$ cat src/rtl/stream_min_filter_if.sv
// stream_min_filter_if: pixel stream in (multi-channel) and dark-channel minimum stream out
interface stream_min_filter_if #(
  parameter int DATA_W = 8,
  parameter int NUM_CH = 3
);
  logic                     in_valid;
  logic                     in_ready;
  logic [NUM_CH*DATA_W-1:0] in_data;
  logic                     in_sol;
  logic                     in_eol;
  logic                     out_valid;
  logic                     out_ready;
  logic [DATA_W-1:0]        out_data;
  logic                     out_eol;
  modport slave (
    input  in_valid, in_data, in_sol, in_eol, out_ready,
    output in_ready, out_valid, out_data, out_eol
  );
  modport master (
    output in_valid, in_data, in_sol, in_eol, out_ready,
    input  in_ready, out_valid, out_data, out_eol
  );
endinterface

$ cat src/rtl/stream_min_filter.sv
// stream_min_filter: per-pixel channel minimum followed by a line-bounded trailing window minimum
module stream_min_filter #(
  parameter int DATA_W = 8,
  parameter int NUM_CH = 3,
  parameter int WIN    = 15
) (
  input logic               clk,
  input logic               rst_n,
  stream_min_filter_if.slave s
);
  localparam int FW = $clog2(WIN + 1);
  logic              adv;
  logic [DATA_W-1:0] ch_min;
  logic              s1_valid;
  logic [DATA_W-1:0] s1_min;
  logic              s1_sol;
  logic              s1_eol;
  logic [DATA_W-1:0] win_q [WIN];
  logic [DATA_W-1:0] win_d [WIN];
  logic [FW-1:0]     fill_q;
  logic [FW-1:0]     fill_d;
  logic [DATA_W-1:0] win_min;
  assign adv = !s.out_valid || s.out_ready;
  assign s.in_ready = adv;
  // unsigned minimum across the channels of the incoming pixel
  always_comb begin
    ch_min = s.in_data[DATA_W-1:0];
    for (int k = 1; k < NUM_CH; k++)
      ch_min = s.in_data[k*DATA_W +: DATA_W] < ch_min ? s.in_data[k*DATA_W +: DATA_W] : ch_min;
  end
  // window after inserting the S1 minimum; a line start flushes older pixels to all-ones
  always_comb begin
    win_d[0] = s1_min;
    for (int i = 1; i < WIN; i++)
      win_d[i] = s1_sol ? '1 : win_q[i-1];
    fill_d = s1_sol ? FW'(1) : (fill_q == FW'(WIN) ? fill_q : fill_q + 1'b1);
    win_min = '1;
    for (int i = 0; i < WIN; i++)
      win_min = (FW'(i) < fill_d && win_d[i] < win_min) ? win_d[i] : win_min;
  end
  // S1: capture channel minimum and line flags; a non-accepted cycle loads a bubble
  always_ff @(posedge clk or negedge rst_n) begin
    if (!rst_n) begin
      s1_valid <= 1'b0;
      s1_min   <= '0;
      s1_sol   <= 1'b0;
      s1_eol   <= 1'b0;
    end else if (adv) begin
      s1_valid <= s.in_valid;
      s1_min   <= ch_min;
      s1_sol   <= s.in_sol;
      s1_eol   <= s.in_eol;
    end
  end
  // S2: commit window and register the windowed minimum; everything freezes under stall
  always_ff @(posedge clk or negedge rst_n) begin
    if (!rst_n) begin
      s.out_valid <= 1'b0;
      s.out_data  <= '0;
      s.out_eol   <= 1'b0;
      fill_q      <= '0;
      for (int i = 0; i < WIN; i++) win_q[i] <= '1;
    end else if (adv) begin
      s.out_valid <= s1_valid;
      if (s1_valid) begin
        win_q      <= win_d;
        fill_q     <= fill_d;
        s.out_data <= win_min;
        s.out_eol  <= s1_eol;
      end
    end
  end
endmodule

$ cat src/flat_wrapper.sv
// flat-port wrapper written by rule: the top's interface ports become plain ports
module stream_min_filter_flat 
#(
  parameter int DATA_W = 8,
  parameter int NUM_CH = 3,
  parameter int WIN    = 15
)
  (clk, rst_n, s_in_valid, s_in_data, s_in_sol, s_in_eol, s_out_ready, s_in_ready, s_out_valid, s_out_data, s_out_eol);
  stream_min_filter_if #(.DATA_W(DATA_W), .NUM_CH(NUM_CH)) s_i ();
  input logic clk;
  input logic rst_n;
  input wire logic [$bits(s_i.in_valid)-1:0] s_in_valid;
  input wire logic [$bits(s_i.in_data)-1:0] s_in_data;
  input wire logic [$bits(s_i.in_sol)-1:0] s_in_sol;
  input wire logic [$bits(s_i.in_eol)-1:0] s_in_eol;
  input wire logic [$bits(s_i.out_ready)-1:0] s_out_ready;
  output wire logic [$bits(s_i.in_ready)-1:0] s_in_ready;
  output wire logic [$bits(s_i.out_valid)-1:0] s_out_valid;
  output wire logic [$bits(s_i.out_data)-1:0] s_out_data;
  output wire logic [$bits(s_i.out_eol)-1:0] s_out_eol;
  assign s_i.in_valid = s_in_valid;
  assign s_i.in_data = s_in_data;
  assign s_i.in_sol = s_in_sol;
  assign s_i.in_eol = s_in_eol;
  assign s_i.out_ready = s_out_ready;
  assign s_in_ready = s_i.in_ready;
  assign s_out_valid = s_i.out_valid;
  assign s_out_data = s_i.out_data;
  assign s_out_eol = s_i.out_eol;
  stream_min_filter #(.DATA_W(DATA_W), .NUM_CH(NUM_CH), .WIN(WIN)) u_core (.clk(clk), .rst_n(rst_n), .s(s_i));
endmodule
$ cat config.mk
export PLATFORM = sky130hd
export DESIGN_NAME = stream_min_filter_flat
export DESIGN_NICKNAME = d
export VERILOG_FILES = /design/src/rtl/stream_min_filter_if.sv /design/src/rtl/stream_min_filter.sv /design/src/flat_wrapper.sv
export SDC_FILE = /design/constraint.sdc
export NUM_CORES = 1
export LEC_CHECK = 0
export ABC_AREA = 1
export ABC_CLOCK_PERIOD_IN_PS = 26500
export BUFFER_PORTS_ARGS = -buffer_cell sky130_fd_sc_hd__buf_2
export CAP_MARGIN = 5
export CORE_MARGIN = 2
export CORE_UTILIZATION = 55
export CTS_CLUSTER_DIAMETER = 80
export DETAILED_ROUTE_END_ITERATION = 10
export PLACE_DENSITY = 0.72
export SKIP_LAST_GASP = 1
export SYNTH_ARGS = -nofsm -noshare
export SYNTH_HDL_FRONTEND = slang
export SYNTH_SLANG_ARGS = --single-unit
$ cat constraint.sdc
create_clock -name clk -period 26.5 [get_ports clk]
set_input_delay 2.65 -clock clk [delete_from_list [all_inputs] [get_ports clk]]
set_output_delay 2.65 -clock clk [all_outputs]
set_load 0.02 [all_outputs]
==> results of run 1 <==
-- registers in the layout, summed over array words and instances, names as in the netlist --
name                count
u_core.s.out_eol        1
u_core.win_q          112
u_core.s.out_valid      1
u_core.s1_valid         1
u_core.fill_q           4
u_core.s.out_data       8
u_core.s1_sol           1
u_core.s1_eol           1
u_core.s1_min           8
-- layout by cell type, fill, tap and decap left out, drive strengths merged --
cell type | netlist | final
a2111oi | 2 | 2
clkbuf | 27 | 17
clkinvlp | 0 | 3
o2111ai | 1 | 1
inv | 152 | 158
o21ai | 214 | 214
dfstp | 112 | 112
nand4 | 11 | 11
a21oi | 44 | 44
a31oi | 22 | 22
o211ai | 4 | 4
buf | 32 | 46
nor4 | 1 | 1
bufinv | 0 | 4
nand2 | 477 | 477
o21bai | 4 | 4
o21a | 1 | 1
a211oi | 6 | 6
clkinv | 1 | 3
or2 | 6 | 6
dfrtp | 25 | 25
nand3 | 108 | 108
nor2 | 137 | 137
ha | 89 | 89
nor3 | 3 | 3
-- cell type report --
| type | instances | area, µm² | share of cell area, % |
|---|---|---|---|
| Clock inverter | 15 | 212.7 | 1.895 |
| Multi-Input combinational cell | 1130 | 5893 | 52.51 |
| Inverter | 153 | 576.8 | 5.140 |
| Sequential cell | 137 | 3570 | 31.81 |
| Clock buffer | 17 | 425.4 | 3.791 |
| Tap cell | 234 | 292.8 | 2.609 |
| Timing Repair Buffer | 46 | 251.5 | 2.241 |
-- per-stage QoR --
step                      hold slack [ns]  area (µm²)  cells  worst slack, ns
after floorplan                    0.4317       10350   1479            5.037
after global placement             0.4537       10580   1700            3.644
after detailed placement           0.4606       10580   1700            2.808
after CTS                          0.4730       11220   1732            2.676
after global routing               0.4923       11220   1732           0.3337
final                              0.4672       11220   1732            3.066
-- metal layers --
metal / vias up / track usage [%] / part of all wire (%)
met4: 0 / 6.316 / 1.5
met3: 32 / 4.314 / 3.3
li1: 4851 / - / -
met5: - / 0 / 0
met1: 4262 / 32.37 / 47
met2: 165 / 42.82 / 49
-- critical path: cells and delay by family, from the launching register on --
| kind | cells | cell delay (ns) |
|---|---|---|
| flops | 1 | 0.56 |
| buf+inv | 3 | 0.78 |
| fa+ha+maj | 14 | 4.18 |
| compound gates | 49 | 12.08 |
| simple gates | 28 | 5.75 |
-- worst min path at each step --
| stage | endpoint | from | slack, ns | depth (start not counted) |
|---|---|---|---|---|
| 2_1_floorplan | u_core.s.out_valid$_DFFE_PN0N_ | u_core.s1_valid$_DFFE_PN0N_ | 0.43 | 2 |
| 3_3_place_gp | u_core.win_q[9]$_DFFE_PN1P_ | u_core.win_q[9]$_DFFE_PN1P_ | 0.45 | 2 |
| 3_5_place_dp | u_core.s.out_data[3]$_DFFE_PN0P_ | u_core.s.out_data[3]$_DFFE_PN0P_ | 0.46 | 2 |
| 4_1_cts | u_core.win_q[9]$_DFFE_PN1P_ | u_core.win_q[9]$_DFFE_PN1P_ | 0.47 | 2 |
| 5_1_grt | u_core.s.out_data[3]$_DFFE_PN0P_ | u_core.s.out_data[3]$_DFFE_PN0P_ | 0.49 | 2 |
| 6_report | u_core.win_q[9]$_DFFE_PN1P_ | u_core.win_q[9]$_DFFE_PN1P_ | 0.47 | 2 |
-- cells by family after synthesis --
family,count (synthesis)
buffers and inverters,212
AO/OA/AOI/OAI,298
AND/OR/NAND/NOR,743
flip-flops,137
adder cells (fa/ha/maj),89
-- what timing repair did --
item                                    in CTS  in global routing
endpoints found under the setup margin       0                  6
hold buffers                                 0                  0
endpoints found under the hold margin        0                  0
gates resized for setup                      0                  1
==> results.py, run 1 <==
metrics = {
    "synth": {
        "synthAdderAreaFrac_pct": 10.75,
        "yosys.area.top_type_share_pct": 28.42,
        "synth_nets": 1598,
        "synth_top_area_cell": "dfstp_2",
        "syn_inst": 1479,
        "yosys-top-cells-area": "dfstp_2, nand2_1, ha_1, o21ai_0, dfrtp_1",
        "synthMuxAreaShare_pct": 0,
        "ys_seq_elements": 137,
        "synth_xor_area_share_pct": 0,
        "ys_warn_count": 0,
        "synth_area_mm2": 0.01035,
        "async_reset_ff_share_pct": 100.0,
        "synth_top_family_by_area": "simple AND/OR/NAND/NOR gates",
        "avgSynthCellArea_um2": 7.001,
        "post_synth_num_cell_types": 37,
        "yosysMostFrequentCell": "nand2_1",
        "synth_compound_area_share_pct": 15.18,
        "synth_edf_count": 0,
        "ys_seq_area_share_pct": 34.46,
        "ys_top_cells_by_count": "nand2_1, o21ai_0, inv_1, nor2_1, dfstp_2",
        "synth_simple_gate_area_share_pct": 30.85,
        "synth_ff_type": "dfstp_2",
    },
    "sta": {
        "max_freq_mhz": 42.67,
        "skew_ns": 0.009260,
        "tightest_slew_ns": 1.217,
        "grt_setup_unrepaired": "no",
        "final_max_slew_viol_count": 0,
        "hold_violations": 0,
        "fin_crit_sh_pct": 88.43,
        "slew_headroom_pct": 18.83,
        "min_period_ns": 23.43,
        "tns_ns": 0,
        "report.final.setup_viol": 0,
    },
    "worst_setup_path": {
        "worstPathMaxFanout": 49,
        "cp-startpoint": "u_core.s1_sol$_DFFE_PN0N_",
        "cp_slowest_cell": "a211oi_1",
        "crit_required_ns": 26.86,
        "start_kind": "register",
        "end_kind": "register",
        "crit_top_cell": "o21ai_0",
        "slowest_delay_ns": 0.64,
        "worst-r2r-setup-slack_ns": 3.07,
        "rr_worst_depth": 94,
        "r2r-end": "u_core.s.out_data[6]$_DFFE_PN0P_",
        "crit_type": "reg2reg",
        "crit_end": "u_core.s.out_data[6]$_DFFE_PN0P_",
        "reg2reg_from": "u_core.s1_sol$_DFFE_PN0N_",
        "crit_arrival_ns": 23.79,
    },
    "global_route": {
        "grt_max_degree": 138,
        "antenna_found_initial": 0,
        "globalRouteOverflowTotal": 0,
        "grt_pass1_vias": 8880,
        "grt_pass1_wl_um": 41070,
        "grtUsageTotal_pct": 24.81,
    },
    "layout": {
        "syn2layout_area_growth_pct": 8.373,
        "fill_cells": 1733,
        "drive_gt1_share_pct": 17.69,
        "fin_util_pct": 60.40,
        "antennaDiodeCount": 0,
        "fin_nets": 1604,
    },
    "clocking": {
        "path_clk_slew_ns": 0.07,
        "cts-root-buf": "clkbuf_16",
        "cts_buffers": 17,
        "clock_latency_ns": 0.42,
        "tritoncts": "yes",
        "htreeDepth": 4,
        "clock_sinks": 137,
        "cts_setup_buffers": 0,
        "clock_path_buffers": 2,
    },
    "worst_hold_path": {
        "hp-class": "reg2reg",
    },
    "placed_design": {
        "gp_congestion": 0.8353,
        "dp_hpwl_um": 16940,
        "portBuffers": 40,
    },
    "job": {
        "cap_violations": 0,
    },
    "floorplan": {
        "fp.coreArea_mm2": 0.01858,
        "die_w_um": 141.2,
        "die_y_um": 141.2,
        "start_util_pct": 55.73,
        "num_rows": 50,
        "die-area_mm2": 0.01994,
        "design.portCount": 41,
    },
    "detailed_routing": {
        "wirelength_um": 23690,
        "first_pass_iters": 6,
        "drtIter0Drc": 592,
        "ant_nets": 0,
        "wire_per_inst_um": 13.68,
        "vias_per_cell": 5.375,
        "drc": 0,
        "via_count": 9310,
    },
    "run_status": {
        "run_status": "finished, final reports clean",
    },
}
Power of run 1 is not shown: default switching activity piles up to over one toggle a cycle in this logic, so the estimate is an artifact.
==> run 2, diff against run 1 <==
--- a/config.mk
+++ b/config.mk
@@ -9,7 +9,7 @@
 export ABC_CLOCK_PERIOD_IN_PS = 26500
 export BUFFER_PORTS_ARGS = -buffer_cell sky130_fd_sc_hd__buf_2
 export CAP_MARGIN = 5
-export CORE_MARGIN = 2
+export CORE_MARGIN = 3
 export CORE_UTILIZATION = 55
 export CTS_CLUSTER_DIAMETER = 80
 export DETAILED_ROUTE_END_ITERATION = 10
==> results.py, run 2 (synthesis results as in run 1) <==
metrics = {
    "detailed_routing": {
        "vias_per_cell": 5.411,
        "wirelength_um": 23700,
        "drtIter0Drc": 634,
        "wire_per_inst_um": 13.72,
        "ant_nets": 0,
        "first_pass_iters": 5,
        "drc": 0,
        "via_count": 9344,
    },
    "run_status": {
        "run_status": "finished, final reports clean",
    },
    "sta": {
        "final_max_slew_viol_count": 0,
        "grt_setup_unrepaired": "no",
        "fin_ws_ns": 2.981,
        "max_freq_mhz": 42.52,
        "skew_ns": 0.009580,
        "tightest_slew_ns": 0.9837,
        "tns_ns": 0,
        "fin_crit_sh_pct": 88.75,
        "slew_headroom_pct": 34.42,
        "min_period_ns": 23.52,
        "report.final.setup_viol": 0,
        "hold_violations": 0,
    },
    "worst_setup_path": {
        "start_kind": "register",
        "crit_top_cell": "o21ai_0",
        "crit_type": "reg2reg",
        "crit_arrival_ns": 23.88,
        "worstPathMaxFanout": 67,
        "end_kind": "register",
        "cp_slowest_cell": "dfrtp_2",
        "slowest_delay_ns": 0.63,
        "crit_required_ns": 26.86,
    },
    "layout": {
        "syn2layout_area_growth_pct": 7.987,
        "drive_gt1_share_pct": 17.56,
        "largest_reg_flops": 112,
        "fill_cells": 1696,
        "fin_nets": 1604,
        "mostFrequentLayoutCells": "nand2_1, o21ai_0, inv_1",
        "antennaDiodeCount": 0,
        "reg_top3": "u_core.win_q: 112 flops, u_core.s.out_data: 8 flops, u_core.s1_min: 8 flops",
        "fin_util_pct": 61.41,
        "regMostFlops": "u_core.win_q",
        "layout_commonest_cell": "nand2_1",
    },
    "floorplan": {
        "start_util_pct": 56.87,
        "die-area_mm2": 0.02051,
        "num_rows": 49,
        "die_y_um": 143.2,
        "die_w_um": 143.2,
        "design.portCount": 41,
        "fp.coreArea_mm2": 0.01821,
    },
    "global_route": {
        "grtUsageTotal_pct": 23.90,
        "antenna_found_initial": 0,
        "grt_pass1_wl_um": 40540,
        "grt_pass1_vias": 8756,
        "globalRouteOverflowTotal": 0,
        "grt_max_degree": 94,
    },
    "placed_design": {
        "dp_slack_ns": 2.418,
        "gp_congestion": 0.8353,
        "dp_hpwl_um": 17060,
        "portBuffers": 40,
    },
    "clocking": {
        "hold_buffers": 0,
        "tritoncts": "yes",
        "clock_sinks": 137,
        "htreeDepth": 4,
        "clock_latency_ns": 0.42,
        "cts_buffers": 17,
        "cts-root-buf": "clkbuf_16",
        "path_clk_slew_ns": 0.06,
        "clock_path_buffers": 2,
    },
    "job": {
        "cap_violations": 0,
    },
    "worst_hold_path": {
        "hp-class": "reg2reg",
    },
}
==> run 2: changes by cell type in the layout (fill, tap and decap cells not counted) <==
cell / previous run / this run
a2111oi_1: 0 / 1
a2111oi_2: 1 / 0
buf_4: 6 / 5
bufinv_16: 4 / 3
clkbuf_1: 0 / 1
clkbuf_8: 0 / 1
clkinv_2: 0 / 3
inv_4: 1 / 0
inv_6: 6 / 4
==> run 2: critical path, delay by kind of cell (launching register included) <==
kind                     cells  cell delay, ns
AND/OR/NAND/NOR             28            5.67
AO/OA/AOI/OAI               49           12.12
adder cells (fa/ha/maj)     14            4.14
buffers and inverters        3            0.84
flip-flops                   1            0.63
==> run 2: repair_timing <==
action,in CTS,in global routing
setup buffers,0,0
setup endpoints to repair,0,8
gates resized for setup,0,2
==> run 2: metrics by stage <==
step,cells,instance area [µm²],hold WS (ns)
final,1727,11180,0.4658
after global routing,1727,11180,0.4735
after CTS,1726,11170,0.4693
after detailed placement,1694,10560,0.4594
after global placement,1694,10560,0.4558
after floorplan,1479,10350,0.4317
==> run 2: cell type report <==
cell class / count / area (µm²) / share of cell area, %
repair buffers: 46 / 247.7 / 2.216
clock buffers: 18 / 439.2 / 3.927
well taps: 229 / 286.5 / 2.562
flip-flops and latches: 137 / 3570 / 31.92
inverters: 153 / 579.3 / 5.181
multi-input cells: 1130 / 5888 / 52.66
clock inverters: 14 / 171.4 / 1.533
==> run 2: path summary, 6_finish.rpt <==
kind	startpoint	cells past startpoint	to	slack [ns]
max	u_core.s1_sol$_DFFE_PN0N_	94	u_core.s.out_data[6]$_DFFE_PN0P_	2.98
min	u_core.win_q[9]$_DFFE_PN1P_	2	u_core.win_q[9]$_DFFE_PN1P_	0.47
max reg2reg	u_core.s1_sol$_DFFE_PN0N_	94	u_core.s.out_data[6]$_DFFE_PN0P_	2.98
min reg2reg	u_core.win_q[9]$_DFFE_PN1P_	2	u_core.win_q[9]$_DFFE_PN1P_	0.47
max in group asynchronous	rst_n	2	u_core.s1_sol$_DFFE_PN0N_	22.88
min in group asynchronous	rst_n	1	u_core.s.out_data[3]$_DFFE_PN0P_	2.21
==> run 2: per-layer routing <==
metal | global-route usage [%] | up-vias | wire [µm]
met4 | 5.600 | 0 | 261
met3 | 3.282 | 19 | 611
met2 | 41.07 | 120 | 11460
met5 | 0 | - | 0
li1 | - | 4845 | -
met1 | 32.13 | 4360 | 11370
Power of run 2 is left out for the same reason.
==> run 3, diff against run 2 <==
--- a/config.mk
+++ b/config.mk
@@ -13,7 +13,8 @@
 export CORE_UTILIZATION = 55
 export CTS_CLUSTER_DIAMETER = 80
 export DETAILED_ROUTE_END_ITERATION = 10
-export PLACE_DENSITY = 0.72
+export PLACE_DENSITY = 0.78
+export REMOVE_ABC_BUFFERS = 1
 export SKIP_LAST_GASP = 1
 export SYNTH_ARGS = -nofsm -noshare
 export SYNTH_HDL_FRONTEND = slang
==> results.py, run 3 (synthesis results as in run 1) <==
metrics = {
    "run_status": {
        "run_status": "finished, final reports clean",
    },
    "sta": {
        "grt_setup_unrepaired": "no",
        "skew_ns": 0.007045,
        "min_period_ns": 23.73,
        "hold_violations": 0,
        "tns_ns": 0,
        "slew_headroom_pct": 36.51,
        "max_freq_mhz": 42.15,
        "final_max_slew_viol_count": 0,
        "report.final.setup_viol": 0,
        "tightest_slew_ns": 0.9481,
        "fin_crit_sh_pct": 89.54,
    },
    "layout": {
        "layout_commonest_cell": "nand2_1",
        "mostFrequentLayoutCells": "nand2_1, o21ai_0, inv_1",
        "regMostFlops": "u_core.win_q",
        "fill_cells": 1607,
        "drive_gt1_share_pct": 17.62,
        "reg_top3": "u_core.win_q: 112 flops, u_core.s.out_data: 8 flops, u_core.s1_min: 8 flops",
        "syn2layout_area_growth_pct": 8.047,
        "fin_nets": 1604,
        "antennaDiodeCount": 0,
        "largest_reg_flops": 112,
    },
    "floorplan": {
        "die_y_um": 143.2,
        "start_util_pct": 56.87,
        "die_w_um": 143.2,
        "fp.coreArea_mm2": 0.01821,
        "num_rows": 49,
        "die-area_mm2": 0.02051,
        "design.portCount": 41,
    },
    "worst_setup_path": {
        "path_buf_inv": 3,
        "start_kind": "register",
        "crit_type": "reg2reg",
        "crit_required_ns": 26.87,
        "worstPathMaxFanout": 67,
        "crit_top_cell": "o21ai_0",
        "crit_family": "compound AO/OA/AOI/OAI gates",
        "end_kind": "register",
        "crit_arrival_ns": 24.09,
        "slowest_delay_ns": 0.63,
        "cp_slowest_cell": "a211oi_1",
    },
    "clocking": {
        "clock_sinks": 137,
        "htreeDepth": 4,
        "hold_buffers": 0,
        "clock_latency_ns": 0.43,
        "cts_buffers": 17,
        "tritoncts": "yes",
        "path_clk_slew_ns": 0.06,
        "clock_path_buffers": 2,
        "cts-root-buf": "clkbuf_16",
    },
    "global_route": {
        "use_met3_pct": 4.454,
        "grt_busiest_layer": "met2",
        "gr-usage-met2_pct": 38.67,
        "gr-usage-met1_pct": 35.39,
        "grtUsageTotal_pct": 25.06,
        "grt_max_degree": 83,
        "grt_pass1_vias": 8828,
        "globalRouteOverflowTotal": 0,
        "antenna_found_initial": 0,
        "grt_pass1_wl_um": 41880,
    },
    "placed_design": {
        "portBuffers": 40,
        "gp_congestion": 0.8700,
        "dp_hpwl_um": 18140,
    },
    "detailed_routing": {
        "vias_per_cell": 5.498,
        "first_pass_iters": 5,
        "drtIter0Drc": 708,
        "wirelength_um": 24880,
        "ant_nets": 0,
        "drc": 0,
        "via_count": 9495,
        "wire_per_inst_um": 14.41,
    },
    "job": {
        "cap_violations": 0,
    },
    "worst_hold_path": {
        "hp-class": "reg2reg",
    },
}
==> run 3: what timing repair did <==
action / in CTS / in global routing
endpoints found under the hold margin: 0 / 0
endpoints found under the setup margin: 0 / 8
resized for setup: 0 / 3
buffers inserted: 0 / 0
==> run 3: path summary, 6_finish.rpt <==
kind | startpoint | end | slack [ns] | cells past startpoint
worst max-delay path | u_core.s1_sol$_DFFE_PN0N_ | u_core.s.out_data[4]$_DFFE_PN0P_ | 2.77 | 94
worst min-delay path | u_core.win_q[9]$_DFFE_PN1P_ | u_core.win_q[9]$_DFFE_PN1P_ | 0.47 | 2
worst max register to register | u_core.s1_sol$_DFFE_PN0N_ | u_core.s.out_data[4]$_DFFE_PN0P_ | 2.77 | 94
worst min register to register | u_core.win_q[9]$_DFFE_PN1P_ | u_core.win_q[9]$_DFFE_PN1P_ | 0.47 | 2
max in group asynchronous | rst_n | u_core.fill_q[1]$_DFFE_PN0P_ | 23.04 | 2
min in group asynchronous | rst_n | u_core.s.out_valid$_DFFE_PN0N_ | 2.26 | 1
==> run 3: worst register-to-register path, delay by kind of cell (launching register included) <==
kind            cells  cell delay, ns
buf+inv             3            0.80
flops               1            0.54
simple gates       28            5.62
compound gates     49           12.47
fa+ha+maj          14            4.24
==> run 3: cell type report <==
class                   count  area [µm²]  area share, %
repair buffers             46       251.5          2.248
flip-flops and latches    137        3570          31.91
clock inverters            13       170.2          1.521
multi-input cells        1130        5898          52.72
inverters                 153       579.3          5.178
well taps                 229       286.5          2.561
clock buffers              19       432.9          3.869
==> run 3: layer usage <==
layer | wire [µm] | vias up
met5 | 0 | -
met4 | 605 | 0
met3 | 1035 | 52
met2 | 11240 | 186
met1 | 12000 | 4407
li1 | - | 4850
==> run 3: per-stage QoR <==
| step | setup slack, ns | utilization [%] | area (µm²) | hold slack, ns | std cells |
|---|---|---|---|---|---|
| final | 2.773 | 61.44 | 11190 | 0.4745 | 1727 |
| after global routing | 0.01612 | 61.44 | 11190 | 0.4754 | 1727 |
| after CTS | 2.041 | 61.37 | 11170 | 0.4716 | 1727 |
| after detailed placement | 2.208 | 58.06 | 10570 | 0.4654 | 1695 |
| after global placement | 3.078 | 58.06 | 10570 | 0.4545 | 1695 |
| after floorplan | 4.323 | - | 10020 | 0.4317 | 1420 |
Power of run 3 is left out for the same reason.
